### config.mk
export PLATFORM = sky130hd
export DESIGN_NAME = usb_rx_decoder
export DESIGN_NICKNAME = d
export VERILOG_FILES = /design/src/rtl/usb_rx_decoder.sv
export SDC_FILE = /design/constraint.sdc
export NUM_CORES = 1
export LEC_CHECK = 0
export BUFFER_PORTS_ARGS = -buffer_cell sky130_fd_sc_hd__clkbuf_2
export CAP_MARGIN = 15
export CORE_ASPECT_RATIO = 1.5
export CORE_MARGIN = 8
export CORE_UTILIZATION = 48
export CTS_CLUSTER_DIAMETER = 120
export DETAILED_ROUTE_END_ITERATION = 7
export PLACE_DENSITY_LB_ADDON = 0.2
export SLEW_MARGIN = 5
export SYNTH_ARGS = -nofsm -noshare
export SYNTH_HDL_FRONTEND = slang
export SYNTH_SLANG_ARGS = --single-unit
### constraint.sdc
create_clock -name clk -period 2.3 [get_ports clk]
set_input_delay 0.115 -clock clk [delete_from_list [all_inputs] [get_ports clk]]
set_output_delay 0.115 -clock clk [all_outputs]
set_load 0.02 [all_outputs]
### src/rtl/usb_rx_decoder.sv
// USB receive decoder: NRZI decode, bit unstuffing with violation check, LSB-first word assembly.
// Latency: one cycle from the last bit of a word (or from the EOP strobe) to word_valid/out_done.
// Backpressure: none; one line bit is consumed in every cycle where bstr_in_ready is high.
module usb_rx_decoder #(
    parameter int WIDTH      = 8,
    parameter int STUFF_LEN  = 6,
    parameter bit IDLE_LEVEL = 1'b1,
    parameter bit UNSTUFF_EN = 1'b1
) (
    input  logic                     clk,
    input  logic                     rst,
    input  logic                     bstr_in,
    input  logic                     bstr_in_ready,
    input  logic                     in_done,
    output logic [WIDTH-1:0]         word_out,
    output logic                     word_valid,
    output logic                     out_done,
    output logic [$clog2(WIDTH)-1:0] out_nbits,
    output logic                     stuff_err
);
    localparam int BW = $clog2(WIDTH);
    localparam int OW = $clog2(STUFF_LEN + 1);

    typedef enum logic [1:0] {
        IDLE  = 2'd0,
        RECV  = 2'd1,
        ERROR = 2'd2
    } state_t;

    state_t           state;
    state_t           state_nxt;
    logic             prev_level;
    logic [OW-1:0]    ones_cnt;
    logic [BW-1:0]    bit_cnt;
    logic [WIDTH-1:0] shift;

    logic dbit;
    logic take;
    logic is_stuff;
    logic accept;
    logic violation;

    // Bit classification: decoded value, and whether it is data, a stuff bit or a violation.
    always_comb begin
        dbit      = (bstr_in == prev_level);
        take      = bstr_in_ready && !in_done && (state != ERROR);
        is_stuff  = UNSTUFF_EN && (ones_cnt == OW'(STUFF_LEN));
        accept    = take && !is_stuff;
        violation = take && is_stuff && dbit;
    end

    // State register.
    always_ff @(posedge clk or posedge rst) begin
        if (rst) begin
            state <= IDLE;
        end else begin
            state <= state_nxt;
        end
    end

    // Next-state logic: EOP always returns to IDLE and overrides any bit in the same cycle.
    always_comb begin
        state_nxt = state;
        if (in_done) begin
            state_nxt = IDLE;
        end else begin
            case (state)
                IDLE:    if (bstr_in_ready) state_nxt = RECV;
                RECV:    if (violation)     state_nxt = ERROR;
                ERROR:   state_nxt = ERROR;
                default: state_nxt = IDLE;
            endcase
        end
    end

    // Datapath: line history, ones run length, shift register and registered outputs.
    always_ff @(posedge clk or posedge rst) begin
        if (rst) begin
            word_out   <= '0;
            word_valid <= 1'b0;
            out_done   <= 1'b0;
            out_nbits  <= '0;
            stuff_err  <= 1'b0;
            prev_level <= IDLE_LEVEL;
            ones_cnt   <= '0;
            bit_cnt    <= '0;
            shift      <= '0;
        end else begin
            word_valid <= 1'b0;
            out_done   <= 1'b0;
            stuff_err  <= 1'b0;
            if (in_done) begin
                out_done <= 1'b1;
                if (state == ERROR) begin
                    out_nbits <= '0;
                end else begin
                    out_nbits <= bit_cnt;
                    // Bits above bit_cnt are still zero from the last clear.
                    if (bit_cnt != '0) word_out <= shift;
                end
                prev_level <= IDLE_LEVEL;
                ones_cnt   <= '0;
                bit_cnt    <= '0;
                shift      <= '0;
            end else if (bstr_in_ready) begin
                prev_level <= bstr_in;
                if (violation) begin
                    stuff_err <= 1'b1;
                end else if (take && is_stuff) begin
                    ones_cnt <= '0;
                end else if (accept) begin
                    if (UNSTUFF_EN) ones_cnt <= dbit ? ones_cnt + 1'b1 : '0;
                    if (bit_cnt == BW'(WIDTH - 1)) begin
                        word_out   <= {dbit, shift[WIDTH-2:0]};
                        word_valid <= 1'b1;
                        bit_cnt    <= '0;
                        shift      <= '0;
                    end else begin
                        shift[bit_cnt] <= dbit;
                        bit_cnt        <= bit_cnt + 1'b1;
                    end
                end
            end
        end
    end
endmodule
==> impl_metrics.tcl, run 1 <==
set metrics [dict create \
    synth.area.top_cells "dfrtp_1 (47%), ha_1 (6.3%), mux2_2 (5.7%), a21oi_1 (4.1%), nand2_1 (3.3%)" \
    ant_nets 0 \
    worstMarginPinSlew_ns 0.368 \
    yosys_warnings 0 \
    path_cells "inv_1 -> ha_1 -> nand2b_1 -> nor3_1 -> a22o_2 -> mux2_2" \
    final.period_utilization_pct 86.1 \
    cp_top_family "simple AND/OR/NAND/NOR gates" \
    nets 193 \
    powerDensity_nw_per_um2 822 \
    post-dp-hpwl_um 2520 \
    crit_fanout 8 \
    p_leak_nw 0.851 \
    synth_edf_count 0 \
    dieHeight_um 86.6 \
    wl_um 3370 \
    synth-seq-area-share_pct 48.8 \
    fillCellCount 272 \
    portBuffers 18 \
    cts_sinks 31 \
    yosysMostFrequentCell "dfrtp_1" \
    cp-start-kind "flip-flop" \
    start_util_pct 50.4 \
    path_buf_inv 1 \
    ys_seq_elements 31 \
    final.min_clock_period_ns 1.98 \
    gr-total-overflow 0 \
    critical-path-max-stage-delay_ns 0.39 \
    post-cts-setup-buffers 0 \
    dieArea_um2 5460 \
    netlist_area_um2 1590 \
    chipWidth_um 63.0 \
    slowest_stage "dfrtp_1" \
    synth.distinct_cells 37 \
    drt_iter0_drc 60 \
    worst_clock_skew_ns 0.00451 \
    synth_top_cells_by_count "dfrtp_1 (30), nand2_1 (14), a21oi_1 (13)" \
    dp_slack_ns 0.180 \
    ir_drop_uv 588 \
    vias 1209 \
    max_slew_margin_pct 74.9 \
    drive_above_1_share_pct 22.7 \
    grt_usage_pct 13.5 \
    wl_per_cell_um 15.2 \
    worst_ep_arrival_time_ns 2.14 \
    timing.final.max_slew_violations 0 \
    grt_pass1_wl_um 5980 \
    whs_path_depth 2 \
    fin_ws_ns 0.320 \
    grt_max_degree 32 \
    final_util_pct 57.5 \
    final_hold_viol_count 0 \
    cts-root-buf "clkbuf_8" \
    drc 0 \
    place_inst 212 \
    rsz0062_at_grt "no" \
    drv_cap 0 \
    hp-class "in2reg" \
    ys_async_sr_fraction_pct 100 \
    rows 25 \
    stdcell_count 221 \
    yosysTopAreaCell "dfrtp_1" \
    clk_pin_slew_ns 0.06 \
    syn_avg_cell_area_um2 10.0 \
    seq_area_um2 777 \
    synth_top_area_share_pct 47.1 \
    synth_cells 159 \
    ios 19 \
    clock.fmax_mhz 505 \
    h-tree-depth 2 \
    synthFlopType "dfrtp_1" \
    crit_type "reg2reg" \
    cts_tree "built" \
    setup_tns_ns 0 \
    setup_viol 0 \
    antenna_found_initial 0 \
    grt_pass1_vias 1282 \
    core_area_um2 3160 \
    clock_path_buffers 2 \
    r2r_cells 6 \
    place_congestion 0.880 \
    required_ns 2.46 \
    status "finished, final reports clean" \
    syn_nets 172 \
    multi_input_area_um2 738 \
    via_per_inst 5.47 \
    areaGrowthSynthToFinish_pct 14.1 \
    crit_path_end_kind "flip-flop" \
    drt_pass1_iterations 4 \
    numCtsBuffers 5 \
    path_depth 6 \
    insertion_delay_ns 0.28 \
    insertedDiodeCount 0 \
]
==> worst paths after layout <==
| check | slack [ns] | startpoint | end |
|---|---|---|---|
| setup / recovery | 0.32 | state[0] | word_out[7] |
| hold / removal | 0.10 | in_done | bit_cnt[2] |
| min in group asynchronous | 0.44 | rst | bit_cnt[1] |
| hold reg to reg | 0.51 | shift[6] | word_out[6] |
| setup reg to reg | 0.32 | state[0] | word_out[7] |
| max in group asynchronous | 1.53 | rst | prev_level |
==> area by class of cell <==
cell class	count	share of cell area, %
Sequential cell	31	42.7
Multi-Input combinational cell	108	40.6
Timing Repair Buffer	23	7.16
Clock buffer	7	4.20
Tap cell	40	2.75
Inverter	11	2.27
Clock inverter	1	0.275
==> worst register-to-register path, cell delays in order (launching register included) <==
cell and delay (ns):
dfrtp_1 0.39, inv_1 0.08, ha_1 0.26, nand2b_1 0.22, nor3_1 0.23, a22o_2 0.31
mux2_2 0.37
==> power by group <==
part | switching [mW] | internal [mW]
Combinational | 0.250 | 0.165
Sequential | 0.0653 | 0.616
Clock | 0.187 | 0.212
==> cells by family (layout without fill, tap and decap cells) <==
logic type	Yosys count	in the layout	share of synthesized area [%]
mux	9	9	6.28
buf+inv	20	42	4.95
fa+ha+maj	8	8	6.28
compound gates	34	34	13.3
xor+xnor	2	2	1.57
simple gates	55	55	18.9
flops	31	31	48.8
==> cells in the final DEF, fill, tap and decap left out, types with 2 or more instances in the layout <==
master    count
o21ai_0       5
nor3_1        3
buf_4         4
a21oi_1      13
clkbuf_1      2
clkbuf_8      5
nor2b_1       5
clkbuf_2     18
and2_1        2
nor2_1        7
a31oi_1       3
nand2_1      14
or3_1         3
nand2b_1      3
o31ai_1       2
nand3_1       6
a32oi_1       2
mux2_2        8
o22ai_1       3
nand3b_1      6
ha_1          8
dfrtp_1      30
inv_1        11
==> flip-flops by register name, summed over array words and instances, names as in the netlist <==
register / cells
stuff_err: 1
ones_cnt: 3
prev_level: 1
bit_cnt: 3
word_valid: 1
word_out: 8
out_nbits: 3
out_done: 1
shift: 8
state: 2
==> layer usage <==
layer	GRT usage (%)	up-vias	wire, µm
li1	-	599	-
met1	14.4	584	1380
met2	23.9	21	1810
met3	4.00	5	137
met4	5.83	0	41
met5	0	-	0
==> repair_timing <==
| action | in CTS | in global routing |
|---|---|---|
| endpoints found under the hold margin | 30 | 0 |
| endpoints found under the setup margin | 0 | 2 |
| gates resized for setup | 0 | 1 |
| hold buffers | 1 | 0 |
==> metrics by stage <==
stage	power, mW	hold slack (ns)	instance area (µm²)
finish	1.49	0.105	1820
global route	1.60	0.120	1820
CTS	1.51	0.106	1820
detailed placement	1.11	0.205	1730
global placement	1.08	0.189	1730
floorplan	0.982	0.146	1590
No activity file was read; power rests on OpenSTA's default activity.
==> run 2, diff against run 1 <==
- PLACE_DENSITY: default -> 0.76
- PLACE_DENSITY_LB_ADDON: 0.2 -> default
==> impl_metrics.tcl, run 2 (synthesized netlist as in run 1, its figures left out) <==
set metrics [dict create \
    status "finished, final reports clean" \
    cts_sinks 31 \
    post-dp-hpwl_um 2480 \
    drive_above_1_share_pct 22.8 \
    drv_cap 0 \
    timing.final.max_slew_violations 0 \
    layout_commonest_cell "dfrtp_1" \
    required_ns 2.48 \
    p_leak_nw 0.851 \
    clock_path_buffers 2 \
    nets 192 \
    wl_um 3440 \
    cp-start-kind "flip-flop" \
    ant_nets 0 \
    hp-class "in2reg" \
    final.period_utilization_pct 91.4 \
    gr-total-overflow 0 \
    final_hold_viol_count 0 \
    place_inst 211 \
    crit_fanout 8 \
    vias 1256 \
    grt_usage_pct 13.6 \
    insertedDiodeCount 0 \
    crit_type "reg2reg" \
    stdcell_count 220 \
    worst_ep_arrival_time_ns 2.28 \
    grt_pass1_wl_um 5920 \
    portBuffers 18 \
    grt_pass1_vias 1359 \
    h-tree-depth 2 \
    power.total_mw 1.50 \
    cts_tree "built" \
    max_slew_margin_pct 67.2 \
    dieHeight_um 86.6 \
    ir_drop_uv 488 \
    grt_max_degree 32 \
    worstMarginPinSlew_ns 0.488 \
    chipWidth_um 63.0 \
    start_util_pct 50.4 \
    core_area_um2 3160 \
    wl_met3_um 150 \
    antenna_found_initial 0 \
    place_congestion 0.815 \
    setup_viol 0 \
    cts-root-buf "clkbuf_8" \
    final.min_clock_period_ns 2.10 \
    drc 0 \
    worst_clock_skew_ns 0.00458 \
    ctsResizeCount 0 \
    rows 25 \
    layout_common_cells "dfrtp_1 (30), clkbuf_2 (18), nand2_1 (14), a21oi_1 (13), inv_1 (11)" \
    via_per_inst 5.71 \
    clk_pin_slew_ns 0.07 \
    crit_path_end_kind "flip-flop" \
    numCtsBuffers 5 \
    drt_pass1_iterations 4 \
    fillCellCount 266 \
    powerDensity_nw_per_um2 828 \
    areaGrowthSynthToFinish_pct 13.7 \
    drt_iter0_drc 31 \
    clock.fmax_mhz 476 \
    setup_tns_ns 0 \
    wl_met2_um 1870 \
    met1_length_um 1280 \
    dr.max_layer_used "met4" \
    top_regs "shift: 8 flops, word_out: 8 flops" \
    post-cts-setup-buffers 0 \
    ios 19 \
    wl_per_cell_um 15.6 \
    dieArea_um2 5460 \
    insertion_delay_ns 0.29 \
    holdBufCountCts 1 \
    rsz0062_at_grt "no" \
]
[run 2: cell count changes in the layout (fill, tap and decap cells not counted), sizes merged]
| cell | change |
|---|---|
| clkinv | +2 |
| buf | -1 |
| clkbuf | -2 |
[run 2: worst paths after layout]
check / slack (ns) / from / to / depth (start not counted)
setup / recovery: 0.20 / state[0] / word_out[7] / 6
hold / removal: 0.12 / bstr_in / prev_level / 2
setup reg to reg: 0.20 / state[0] / word_out[7] / 6
hold reg to reg: 0.51 / word_out[1] / word_out[1] / 1
max in group asynchronous: 1.54 / rst / prev_level / 4
min in group asynchronous: 0.42 / rst / bit_cnt[0] / 4
[run 2: through the flow]
step / hold slack, ns / setup WS, ns / area [µm²] / utilization (%)
3_3_place_gp: 0.184 / 0.305 / 1720 / 54.4
5_1_grt: 0.116 / 0.00343 / 1810 / 57.3
2_1_floorplan: 0.146 / 0.468 / 1590 / -
6_report: 0.121 / 0.198 / 1810 / 57.3
4_1_cts: 0.114 / 0.182 / 1810 / 57.3
3_5_place_dp: 0.199 / 0.192 / 1720 / 54.4
[run 2: power breakdown]
group,leakage (nW),switching (mW),internal (mW)
Sequential,0.420,0.0642,0.616
Clock,0.0477,0.207,0.207
Combinational,0.383,0.246,0.161
Total,0.851,0.517,0.984
[run 2: metal layers]
metal,track usage (%),up-vias
li1,-,596
met1,12.4,619
met2,24.0,28
met3,4.90,13
met4,10.6,0
met5,0,-
[run 2: worst max-delay path, cell delays in order, from the launching register on]
cell      delay [ns]
dfrtp_1         0.39
inv_1           0.08
ha_1            0.26
nand2b_1        0.22
nor3_1          0.24
a22o_1          0.42
mux2_2          0.39
[run 2: cell type report]
type | instances | area [µm²] | share of cell area (%)
flip-flops and latches | 31 | 777 | 42.9
repair buffers | 22 | 123 | 6.77
clock buffers | 5 | 68.8 | 3.80
clock inverters | 3 | 15.0 | 0.829
well taps | 40 | 50.0 | 2.76
inverters | 11 | 41.3 | 2.28
multi-input cells | 108 | 737 | 40.7
